## config.mk

```make
export PLATFORM = sky130hd
export DESIGN_NAME = wrr_vc_arbiter_flat
export DESIGN_NICKNAME = d
export VERILOG_FILES = /design/src/rtl/wrr_vc_arbiter_if.sv /design/src/rtl/wrr_vc_arbiter.sv /design/src/flat_wrapper.sv
export SDC_FILE = /design/constraint.sdc
export NUM_CORES = 1
export LEC_CHECK = 0
export ABC_AREA = 1
export CAP_MARGIN = 20
export CORE_ASPECT_RATIO = 0.75
export CORE_UTILIZATION = 43
export CTS_CLUSTER_SIZE = 8
export DETAILED_ROUTE_END_ITERATION = 6
export HOLD_SLACK_MARGIN = 0.05
export PLACE_DENSITY = 0.8
export SYNTH_ARGS = -nofsm -noshare
export SYNTH_HDL_FRONTEND = slang
export SYNTH_SLANG_ARGS = --single-unit
```

## constraint.sdc

```tcl
create_clock -name clk -period 3.3 [get_ports clk]
set_clock_uncertainty 0.2 [all_clocks]
set_input_delay 0.495 -clock clk [delete_from_list [all_inputs] [get_ports clk]]
set_output_delay 0.495 -clock clk [all_outputs]
set_load 0.02 [all_outputs]
```

## src/rtl/wrr_vc_arbiter_if.sv

```systemverilog
// VC-FIFO side (show-ahead heads, non-empty flags, pops) and output-stream side of the WRR arbiter.
// master = arbiter, slave = FIFOs plus downstream consumer.
interface wrr_vc_arbiter_if #(
  parameter int NUM_CH = 4,
  parameter int DATA_W = 4
);
  localparam int IDX_W = $clog2(NUM_CH);

  logic [NUM_CH*DATA_W-1:0] vc_data;
  logic [NUM_CH-1:0]        vc_valid;
  logic [NUM_CH-1:0]        vc_pop;
  logic [DATA_W-1:0]        out_data;
  logic                     out_valid;
  logic                     out_ready;
  logic [IDX_W-1:0]         grant_id;

  modport master (
    input  vc_data, vc_valid, out_ready,
    output vc_pop, out_data, out_valid, grant_id
  );

  modport slave (
    output vc_data, vc_valid, out_ready,
    input  vc_pop, out_data, out_valid, grant_id
  );
endinterface

```

## src/rtl/wrr_vc_arbiter.sv

```systemverilog
// Weighted round-robin drain of NUM_CH VC FIFOs into one registered valid/ready stream (1-cycle pop-to-data);
// a stalled output freezes pops, ptr and credit. WRR_STRICT_CH0_EN makes channel 0 strict-priority.
module wrr_vc_arbiter #(
  parameter int NUM_CH   = 4,
  parameter int DATA_W   = 4,
  parameter int WEIGHT_W = 3
) (
  input  logic                       clk,
  input  logic                       rst,
  input  logic                       enb,
  input  logic [NUM_CH*WEIGHT_W-1:0] weights,
  wrr_vc_arbiter_if.master           bus
);
  localparam int IDX_W = $clog2(NUM_CH);

  logic [DATA_W-1:0]   data_a [NUM_CH];
  logic [WEIGHT_W-1:0] wt_a   [NUM_CH];
  logic [NUM_CH-1:0]   elig_raw;
  logic [NUM_CH-1:0]   elig;

  logic [IDX_W-1:0]    ptr;
  logic [WEIGHT_W-1:0] credit;
  logic [DATA_W-1:0]   out_data_q;
  logic                out_valid_q;
  logic [IDX_W-1:0]    grant_id_q;

  logic                adv;
  logic                strict_hit;
  logic                keep;
  logic                found;
  logic [IDX_W-1:0]    sel;
  logic [IDX_W-1:0]    cand;
  logic                gnt_any;
  logic [IDX_W-1:0]    gnt_idx;
  logic [NUM_CH-1:0]   pop;

  for (genvar i = 0; i < NUM_CH; i++) begin : g_unpack
    assign data_a[i]   = bus.vc_data[i*DATA_W +: DATA_W];
    assign wt_a[i]     = weights[i*WEIGHT_W +: WEIGHT_W];
    assign elig_raw[i] = bus.vc_valid[i] && (wt_a[i] != '0);
  end

`ifdef WRR_STRICT_CH0_EN
  // Channel 0 bypasses the weighted rotation entirely, so keep it out of the search.
  assign strict_hit = bus.vc_valid[0];
  assign elig       = elig_raw & ~NUM_CH'(1);
`else
  assign strict_hit = 1'b0;
  assign elig       = elig_raw;
`endif

  assign adv  = enb && rst && (!out_valid_q || bus.out_ready);
  assign keep = (credit != '0) && elig[ptr];

  // Circular search starting after ptr, with ptr itself considered last.
  always_comb begin
    found = 1'b0;
    sel   = '0;
    cand  = '0;
    for (int k = 1; k <= NUM_CH; k++) begin
      cand = IDX_W'((int'(ptr) + k) % NUM_CH);
      if (!found && elig[cand]) begin
        found = 1'b1;
        sel   = cand;
      end
    end
  end

  always_comb begin
    gnt_any = strict_hit || keep || found;
    if (strict_hit)
      gnt_idx = '0;
    else if (keep)
      gnt_idx = ptr;
    else
      gnt_idx = sel;
    pop = '0;
    if (adv && gnt_any)
      pop[gnt_idx] = 1'b1;
  end

  always_ff @(posedge clk or negedge rst) begin
    if (!rst) begin
      ptr         <= IDX_W'(NUM_CH - 1);
      credit      <= '0;
      out_valid_q <= 1'b0;
      out_data_q  <= '0;
      grant_id_q  <= '0;
    end else if (adv) begin
      if (!strict_hit) begin
        if (keep) begin
          credit <= credit - WEIGHT_W'(1);
        end else if (found) begin
          ptr    <= sel;
          credit <= wt_a[sel] - WEIGHT_W'(1);
        end
      end
      out_valid_q <= gnt_any;
      if (gnt_any) begin
        out_data_q <= data_a[gnt_idx];
        grant_id_q <= gnt_idx;
      end
    end
  end

  assign bus.vc_pop    = pop;
  assign bus.out_data  = out_data_q;
  assign bus.out_valid = out_valid_q;
  assign bus.grant_id  = grant_id_q;
endmodule

```

## src/flat_wrapper.sv

```systemverilog
// flat-port wrapper written by rule: the top's interface ports become plain ports
module wrr_vc_arbiter_flat 
#(
  parameter int NUM_CH   = 4,
  parameter int DATA_W   = 4,
  parameter int WEIGHT_W = 3
)
  (clk, rst, enb, weights, bus_vc_data, bus_vc_valid, bus_out_ready, bus_vc_pop, bus_out_data, bus_out_valid, bus_grant_id);
  wrr_vc_arbiter_if #(.NUM_CH(NUM_CH), .DATA_W(DATA_W)) bus_i ();
  input  logic clk;
  input  logic rst;
  input  logic enb;
  input  logic [NUM_CH*WEIGHT_W-1:0] weights;
  input wire logic [$bits(bus_i.vc_data)-1:0] bus_vc_data;
  input wire logic [$bits(bus_i.vc_valid)-1:0] bus_vc_valid;
  input wire logic [$bits(bus_i.out_ready)-1:0] bus_out_ready;
  output wire logic [$bits(bus_i.vc_pop)-1:0] bus_vc_pop;
  output wire logic [$bits(bus_i.out_data)-1:0] bus_out_data;
  output wire logic [$bits(bus_i.out_valid)-1:0] bus_out_valid;
  output wire logic [$bits(bus_i.grant_id)-1:0] bus_grant_id;
  assign bus_i.vc_data = bus_vc_data;
  assign bus_i.vc_valid = bus_vc_valid;
  assign bus_i.out_ready = bus_out_ready;
  assign bus_vc_pop = bus_i.vc_pop;
  assign bus_out_data = bus_i.out_data;
  assign bus_out_valid = bus_i.out_valid;
  assign bus_grant_id = bus_i.grant_id;
  wrr_vc_arbiter #(.NUM_CH(NUM_CH), .DATA_W(DATA_W), .WEIGHT_W(WEIGHT_W)) u_core (.clk(clk), .rst(rst), .enb(enb), .weights(weights), .bus(bus_i));
endmodule
```

==> reports/metrics.yaml <==
stdcell_count: 296
relSlewSlack_pct: 78.27
rows: 15
setup_violations: 0
wirelength_um: 3646
final_common_cell: "nand2_1"
synth_top_area_share_pct: 24.33
hold_viol: 0
insertion_delay_ps: 280
cts_buffers: 3
period_share_pct: 93.78
remaining_drc_errors: 0
final_nets: 300
grt_max_degree: 15
crit_chain: "clkdlybuf4s50_1 -> nor2_1 -> nand2_1 -> nand3_2 -> nand3_1 -> nand2_4 -> nand3_1 -> nand2_1 -> nand2_1 -> nand2_1 -> nand2_2 -> nand2_1 -> o21ai_1 -> buf_4 -> nor2_1 -> clkbuf_2"
grt.total_usage_pct: 26.66
min_period_ps: 3095
endpoint_kind: "output pin"
layout_setup_ws_ps: 205.1
rr_worst_depth: 17
critPathArrivalTime_ps: 2400
die-area_um2: 2942
dpl.hpwl_um: 3138
numPortBuffers: 46
drive_gt1_share_pct: 21.76
critical-path-top-delay-family: "simple AND/OR/NAND/NOR gates"
worstSetupStartpoint: "weights[1]"
yosys_register_bits: 12
rsz0062_at_grt: "yes"
drt_iter0_drc: 109
path_clk_slew_ps: 80
synth_area_per_cell_um2: 6.012
seq_area_frac_synth_pct: 25.83
endpoint: "bus_vc_pop[2]"
core_region_area_um2: 2440
max_freq_mhz: 323.1
timing.rr.start: "u_core.ptr[0]"
ant_nets: 0
place_inst: 291
post_drt_wl_per_cell_um: 12.32
synth_ff_type: "dfrtp_1"
grt_pass1_vias: 1327
final-seq-area_um2: 302.8
cts-htree-levels: 1
initial_core_util_pct: 48.05
synth_fp_nets: 232
synth_area_um2: 1172
antenna_found_initial: 0
cp.depth: 16
final_core_util_pct: 75.69
place_congestion: 1.013
synthArstFlopShare_pct: 100.0
worstPathMaxFanout: 7
r2r_slack_ps: 400
critPathBufInv: 3
vias_per_cell: 5.057
ys_warn_count: 0
io_pins: 47
cts_tree: "done"
root_buffer: "clkbuf_4"
cap_viol_max_count: 0
slowest_stage: "clkdlybuf4s50_1"
synth_area_leader_cell: "nand2_1"
leakage_nw: 0.9285
p_per_area_nw_per_um2: 1340
die_h_um: 47.22
startpoint_type: "input pin"
slew_violations: 0
worst_pin_slew_ps: 324.5
dr.pass1.iters: 4
vias: 1497
grt_pass1_wl_um: 5906
synth_area_leaders: "nand2_1 24%, dfrtp_1 21%, nand3_1 13%, nor2_1 4.8%, dfstp_2 4.5%"
final_cell_mix: "74 x nand2_1, 42 x clkdlybuf4s50_1, 27 x nand3_1"
worstSetupPathType: "input pin to output pin"
critPathMostFrequentCell: "nand2_1"
clock_path_buffers: 2
status: "completed"
slowest_delay_ps: 420
cts.sinks: 12
die_width_um: 62.30
cp.required_ps: 2600
r2r-end: "u_core.credit[2]"
area_delta_synth_final_pct: 57.52
synthCells: 195
synth_edf_count: 0
grt_overflow: 0
yosysUniqueCellTypes: 26
hold_class: "register to register"
cts_hold_buf: 0
nFillCells: 191
finalPower_mw: 2.475
post-place-ws_ps: -278.5
multi_input_area_um2: 803.3
diodes: 0
ir_drop_uv: 680.0
==> per-stage QoR <==
| step | area, um2 | setup TNS [ps] | hold WS, ps |
|---|---|---|---|
| after CTS | 1829 | 0 | 295.6 |
| final | 1847 | 0 | 291.8 |
| after floorplan | 1172 | 0 | -0.5910 |
| after global placement | 1798 | -688.9 | 263.4 |
| after global routing | 1847 | 0 | 309.6 |
| after detailed placement | 1798 | -992.2 | 276.8 |
==> cell usage after synthesis, types with 2 or more instances <==
cell	count
nand2_4	2
nor2_2	2
nand4_1	4
a21oi_1	4
nor2_1	15
dfstp_2	2
nand2_1	76
o21ai_1	8
o21ai_0	5
inv_1	12
inv_2	7
dfrtp_1	10
nand3_1	31
nand2_2	5
==> worst reg2reg max path: cells and delay by family (launching register included) <==
kind	cells	cell delay [ps]
and+or+nand+nor	10	1020
buffers and inverters	5	600
DFF	1	590
AOI/OAI and AO/OA	1	200
adders and majority gates	1	180
==> worst min path at each step <==
stage,start,end,slack (ps),depth (start not counted)
after floorplan,rst,u_core.bus.grant_id[0],-0.6,0
after global placement,u_core.bus.out_data[3],u_core.bus.out_data[3],260,2
after detailed placement,u_core.bus.out_data[1],u_core.bus.out_data[1],280,2
after CTS,u_core.bus.out_data[1],u_core.bus.out_data[1],300,2
after global routing,u_core.bus.out_data[1],u_core.bus.out_data[1],310,2
final,u_core.bus.grant_id[0],u_core.bus.grant_id[0],290,2
==> kinds of logic (layout without fill, tap and decap cells) <==
logic type | Yosys count | count (layout) | share of synthesized area (%)
compound gates | 19 | 19 | 8.645
xor+xnor | 1 | 1 | 1.388
fa+ha+maj | 1 | 1 | 1.067
buf+inv | 22 | 89 | 7.790
flops | 12 | 12 | 25.83
simple gates | 140 | 140 | 55.28
==> flip-flops by register name, summed over array words and instances, names as in the netlist <==
| signal | flops |
|---|---|
| u_core.bus.out_data | 4 |
| u_core.credit | 3 |
| u_core.bus.out_valid | 1 |
| u_core.ptr | 2 |
| u_core.bus.grant_id | 2 |
==> per-layer routing <==
layer / up-vias / part of all wire, % / wire, um / global-route usage, %
met5: - / 0 / 0 / 0
met4: 0 / 1.2 / 45 / 6.977
met3: 8 / 9.1 / 330 / 8.010
met2: 62 / 45 / 1637 / 44.40
met1: 657 / 45 / 1633 / 34.74
li1: 770 / - / - / -
==> cell type report <==
cell class,instances,area share (%)
Multi-Input combinational cell,161,43.50
Timing Repair Buffer,66,31.98
Sequential cell,12,16.40
Inverter,19,3.862
Tap cell,34,2.304
Clock buffer,4,1.965
==> repair_timing <==
| action | CTS | global route |
|---|---|---|
| setup buffers | 0 | 1 |
| setup endpoints to repair | 4 | 4 |
| resized for setup | 4 | 14 |
==> report_power, final <==
| group | internal, mW | switching (mW) |
|---|---|---|
| registers | 0.229 | 0.0656 |
| logic | 0.861 | 1.20 |
| clock network | 0.0671 | 0.0498 |
| total | 1.16 | 1.32 |
(Power assumes the default switching activity.)
